$ cat src/rtl/jericalla_pkg.sv
// Shared definitions for the Jericalla sequencer: instruction layout and FSM states.
package jericalla_pkg;

  localparam int INSTR_W  = 17;
  localparam int FIELD_W  = 4;
  localparam int EN_BIT   = 16;
  localparam int DIR1_LSB = 12;
  localparam int DIR2_LSB = 8;
  localparam int OP_LSB   = 4;
  localparam int DIRW_LSB = 0;

  typedef enum logic [1:0] {
    ST_IDLE   = 2'd0,
    ST_SETUP  = 2'd1,
    ST_COMMIT = 2'd2,
    ST_DONE   = 2'd3
  } seq_state_t;

endpackage

$ cat src/rtl/jericalla_instr_buf.sv
// Instruction buffer: DEPTH x 17 register array, synchronous write, asynchronous read.
module jericalla_instr_buf
  import jericalla_pkg::*;
#(
  parameter int DEPTH = 16,
  localparam int AW = $clog2(DEPTH)
) (
  input  logic               clk,
  input  logic               we,
  input  logic [AW-1:0]      waddr,
  input  logic [INSTR_W-1:0] wdata,
  input  logic [AW-1:0]      raddr,
  output logic [INSTR_W-1:0] rdata
);

  logic [INSTR_W-1:0] mem [DEPTH];

  // No reset: contents persist across rst so a program can be re-run.
  always_ff @(posedge clk) begin
    if (we) begin
      mem[waddr] <= wdata;
    end
  end

  assign rdata = mem[raddr];

endmodule

$ cat src/rtl/jericalla_sequencer.sv
// Program sequencer: issues buffered instructions with a settle window and
// a single-cycle write-enable commit, optionally halting on the ALU zero flag.
module jericalla_sequencer
  import jericalla_pkg::*;
#(
  parameter int DEPTH  = 16,
  parameter int SETTLE = 2,
  localparam int AW = $clog2(DEPTH)
) (
  input  logic               clk,
  input  logic               rst,
  input  logic               load_we,
  input  logic [AW-1:0]      load_addr,
  input  logic [INSTR_W-1:0] load_data,
  input  logic               start,
  input  logic [AW:0]        len,
  input  logic               stop_on_zf,
  input  logic               zf,
  output logic [INSTR_W-1:0] instr_out,
  output logic [AW-1:0]      pc,
  output logic               busy,
  output logic               done,
  output logic               zf_halt
);

  localparam int CW = (SETTLE > 1) ? $clog2(SETTLE) : 1;

  seq_state_t         state_reg, state_next;
  logic [AW-1:0]      pc_reg;
  logic [CW-1:0]      cnt_reg;
  logic [AW:0]        len_reg;
  logic               stop_reg;
  logic               zf_halt_reg;
  logic [INSTR_W-1:0] rd_data;
  logic               buf_we;
  logic               last_slot;
  logic               settle_end;
  logic               halt_now;
  logic [AW:0]        len_clamped;

  // The program is frozen while executing; writes land only in IDLE/DONE.
  assign buf_we = load_we && (state_reg == ST_IDLE || state_reg == ST_DONE);

  jericalla_instr_buf #(.DEPTH(DEPTH)) u_buf (
    .clk   (clk),
    .we    (buf_we),
    .waddr (load_addr),
    .wdata (load_data),
    .raddr (pc_reg),
    .rdata (rd_data)
  );

  assign len_clamped = (len > (AW+1)'(DEPTH)) ? (AW+1)'(DEPTH) : len;
  assign last_slot   = ({1'b0, pc_reg} == (len_reg - 1'b1));
  assign settle_end  = (cnt_reg == CW'(SETTLE - 1));
  assign halt_now    = stop_reg && zf;

  always_ff @(posedge clk) begin
    if (rst) begin
      state_reg <= ST_IDLE;
    end else begin
      state_reg <= state_next;
    end
  end

  always_comb begin
    state_next = state_reg;
    case (state_reg)
      ST_IDLE: begin
        if (start) begin
          state_next = (len == '0) ? ST_DONE : ST_SETUP;
        end
      end
      ST_SETUP: begin
        if (settle_end) begin
          state_next = ST_COMMIT;
        end
      end
      ST_COMMIT: begin
        if (halt_now || last_slot) begin
          state_next = ST_DONE;
        end else begin
          state_next = ST_SETUP;
        end
      end
      default: state_next = ST_IDLE;
    endcase
  end

  always_ff @(posedge clk) begin
    if (rst) begin
      pc_reg      <= '0;
      cnt_reg     <= '0;
      len_reg     <= '0;
      stop_reg    <= 1'b0;
      zf_halt_reg <= 1'b0;
    end else begin
      case (state_reg)
        ST_IDLE: begin
          if (start) begin
            pc_reg      <= '0;
            cnt_reg     <= '0;
            len_reg     <= len_clamped;
            stop_reg    <= stop_on_zf;
            zf_halt_reg <= 1'b0;
          end
        end
        ST_SETUP: begin
          cnt_reg <= cnt_reg + 1'b1;
        end
        ST_COMMIT: begin
          cnt_reg <= '0;
          if (halt_now) begin
            zf_halt_reg <= 1'b1;
          end else if (!last_slot) begin
            pc_reg <= pc_reg + 1'b1;
          end
        end
        default: ;
      endcase
    end
  end

  // Enable bit is masked during settle so the datapath never writes early.
  always_comb begin
    instr_out = '0;
    busy      = 1'b0;
    done      = 1'b0;
    case (state_reg)
      ST_SETUP: begin
        instr_out         = rd_data;
        instr_out[EN_BIT] = 1'b0;
        busy              = 1'b1;
      end
      ST_COMMIT: begin
        instr_out = rd_data;
        busy      = 1'b1;
      end
      ST_DONE: begin
        done = 1'b1;
      end
      default: ;
    endcase
  end

  assign pc      = pc_reg;
  assign zf_halt = zf_halt_reg;

endmodule
$ cat config.mk
export PLATFORM = sky130hd
export DESIGN_NAME = jericalla_sequencer
export DESIGN_NICKNAME = d
export VERILOG_FILES = /design/src/rtl/jericalla_pkg.sv /design/src/rtl/jericalla_instr_buf.sv /design/src/rtl/jericalla_sequencer.sv
export SDC_FILE = /design/constraint.sdc
export NUM_CORES = 1
export LEC_CHECK = 0
export CORE_ASPECT_RATIO = 1.4
export CORE_MARGIN = 5
export CORE_UTILIZATION = 54
export DETAILED_ROUTE_END_ITERATION = 10
export PLACE_DENSITY = 0.73
export SYNTH_ARGS = -nofsm -noshare
export SYNTH_HDL_FRONTEND = slang
export SYNTH_HIERARCHICAL = 1
export SYNTH_SLANG_ARGS = --single-unit
$ cat constraint.sdc
create_clock -name clk -period 3.5 [get_ports clk]
set_input_delay 1.05 -clock clk [delete_from_list [all_inputs] [get_ports clk]]
set_output_delay 1.05 -clock clk [all_outputs]
set_load 0.01 [all_outputs]
==> out/metrics.csv <==
stage,metric,value,unit
run_status,status,finished with violations,
run_status,failing checks,negative setup slack,
cts,total clock sinks,286,
synth,"FFs w/ async S/R, synth",0,
min_path,HP Start,zf_halt,
sta,final hold vios,0,
pwr,Pleak,4.31,nW
finish,Finished Layout Cells,945,
synth,Synth cell types,44,
worst_setup_path,CP max stage delay,0.50,ns
finish,Final #Nets,707,
detailed_routing,drc violations,0,
detailed_routing,drt first pass iters,5,
place,dpl cells,886,
synth,Yosys warning count,6,
place,dpl hpwl,14300,µm
global_routing,total gr overflow,0,
cts,hold bufs inserted after CTS,0,
cts,CTS tree,done,
sta,Slew Limit Fails,0,
sta,final worst path period need,3.52,ns
detailed_routing,antenna-violating nets left,0,
cts,"CTS clk-pin slew, worst paths",0.06,ns
finish,most frequent cells in the layout,"edfxtp_1, mux4_2, clkdlybuf4s50_1",
sta,fmax,284,MHz
worst_setup_path,crit path launch type,flop,
finish,layout cells sized above 1,0.291,
detailed_routing,DR WL/cell,26.2,µm
place,number of I/O port buffers,55,
finish,max reg flops,272,
sta,RSZ-0062 raised after global routing,true,
detailed_routing,vias,5782,
synth,syn avg cell area,20.1,µm²
worst_setup_path,"Data arrival, critical path",2.47,ns
pwr,peak supply drop,421,µV
sta,crit share post-route,1.01,
sta,Slew Limit Headroom,0.627,
floorplan,DIE AREA,23900,µm²
sta,Slew @ Worst Pin,0.557,ns
cts,Clk Tree Root Cell,clkbuf_16,
floorplan,# IOs,56,
synth,Gate Count Post-Synth,561,
cts,CTS max path bufs,3,
floorplan,Initial Util,0.548,
finish,Multi-input gate area,2810,µm²
synth,"Seq/Total Area, Yosys",0.750,
finish,sequential cell area,8460,µm²
worst_setup_path,crit path cell chain,"buf_12, clkbuf_16, mux4_2, a22oi_1, nand2_1, and2_1, dlygate4sd2_1",
global_routing,first-pass GRT wire length,37600,µm
synth,mapped cell area,11300,µm²
synth,"flops & latches, synth",286,
pwr,Tot Pwr,0.00743,W
synth,number of synthesized flops with an enable pin,272,
finish,"commonest non-fill, non-tap cell in the layout",edfxtp_1,
global_routing,All-Layer GR Usage,0.207,
sta,final setup vio count,1,
finish,# fillers,1260,
finish,P&R area growth vs syn,21.0,%
sta,setup ws final,-0.0229,ns
cts,Clock Latency Late Sink,0.52,ns
global_routing,largest net degree at the start of global routing,19,
min_path,HP Class,flop to flop,
detailed_routing,DRT iter0 DRCs,448,
worst_setup_path,CP max stage cell,mux4_2,
floorplan,FP Rows,62,
run,max-cap violation count,0,
pwr,power density over the cells,545,nW/µm²
sta,Worst Skew,0.00961,ns
floorplan,DIE HEIGHT,181,µm
synth,ys flop type,edfxtp_1,
global_routing,number of global-route vias before repair,6093,
place,GP Congestion,0.805,
worst_setup_path,crit path kind,flop to output port,
synth,syn nets,600,
floorplan,Die X-Extent,132,µm
worst_setup_path,Critical R2R Launch,state_reg[0],
detailed_routing,Routed WL,24800,µm
global_routing,initial antenna violation count,0,
cts,CTS buffer count,26,
floorplan,Core Region,20600,µm²
cts,H-tree depth,1,
worst_setup_path,Setup crit start,pc[0],
worst_setup_path,Max Fanout on Critical Path,7,
detailed_routing,post-DR vias/cell,6.12,
worst_setup_path,Setup crit end kind,output port,
sta,Hold WS,0.492,ns
worst_setup_path,critical path required time,2.45,ns
==> cell type report <==
| type | instances | share of cell area |
|---|---|---|
| flip-flops and latches | 286 | 0.620 |
| clock inverters | 14 | 0.00679 |
| clock buffers | 34 | 0.0515 |
| multi-input cells | 243 | 0.206 |
| well taps | 256 | 0.0235 |
| inverters | 5 | 0.00138 |
| diodes | 1 | 0.000184 |
| repair buffers | 106 | 0.0907 |
==> metrics by stage <==
| step | instance area (µm²) | setup slack, ns | setup TNS [ns] | utilization |
|---|---|---|---|---|
| 2_1_floorplan | 11300 | 0.127 | 0 | - |
| 3_3_place_gp | 12500 | 0.131 | 0 | 0.609 |
| 3_5_place_dp | 12500 | 0.120 | 0 | 0.609 |
| 4_1_cts | 13400 | -0.0413 | -0.133 | 0.654 |
| 5_1_grt | 13600 | -0.127 | -0.270 | 0.663 |
| 6_report | 13600 | -0.0229 | -0.0229 | 0.663 |
==> final timing paths <==
path / endpoint / cells past startpoint / slack [ns]
hold reg to reg: zf_halt / 2 / 0.49
setup reg to reg: u_buf/mem[0][9] / 6 / 0.93
hold / removal: zf_halt / 2 / 0.49
setup / recovery: instr_out[5] / 7 / -0.02
==> cell usage after synthesis (all sizes together), types with 2 or more instances <==
master  instances  share of area
edfxtp        272           0.73
mux4           68           0.14
a22oi          35          0.024
nand2          23         0.0077
nor2           20         0.0067
and2           18          0.010
buf            14         0.0090
dfxtp          14          0.025
clkbuf         13         0.0044
a21oi          12         0.0053
nor3            8         0.0036
ha              7         0.0078
o21ai           7         0.0031
inv             5         0.0017
nand2b          5         0.0028
nand3           4         0.0018
nand3b          4         0.0027
nor2b           4         0.0022
nor3b           4         0.0027
xnor2           3         0.0023
nand4           2         0.0011
or3             2         0.0011
or4b            2         0.0018
xor2            2         0.0016
==> per-layer routing <==
layer	wire [µm]	track usage	vias up
met1	9290	0.273	2995
met3	1600	0.0303	35
met4	458	0.0453	0
li1	-	-	2528
met2	13400	0.370	224
met5	0	0	-
==> logic make-up (layout without fill, tap and decap cells) <==
family / count (synthesis) / count (layout) / synth area share
compound gates: 59 / 59 / 0.0361
other cells: 0 / 1 / 0
flops: 286 / 286 / 0.750
fa+ha+maj: 7 / 7 / 0.00777
mux: 68 / 68 / 0.137
buf+inv: 32 / 159 / 0.0151
simple gates: 104 / 104 / 0.0502
xor+xnor: 5 / 5 / 0.00389
==> worst max-delay path: cells and delay by family, from the launching register on <==
family,cells,cell delay [ns]
buffers and inverters,3,0.62
AOI/OAI and AO/OA,1,0.22
and+or+nand+nor,2,0.22
muxes,1,0.50
DFF,1,0.38
==> repair_timing <==
action / in CTS / in global routing
pin swaps: 0 / 18
cloned: 2 / 2
buffers inserted: 5 / 1
gates resized for setup: 30 / 42
endpoints found under the setup margin: 17 / 17
==> where the power goes <==
part	internal (W)	leakage, nW	switching (W)	total (W)
Clock	0.00148	0.388	0.00115	0.00263
Combinational	0.000440	1.35	0.000468	0.000908
Sequential	0.00385	2.57	0.0000414	0.00389
Total	0.00577	4.31	0.00166	0.00743
Power figures use the tool's default switching activity.
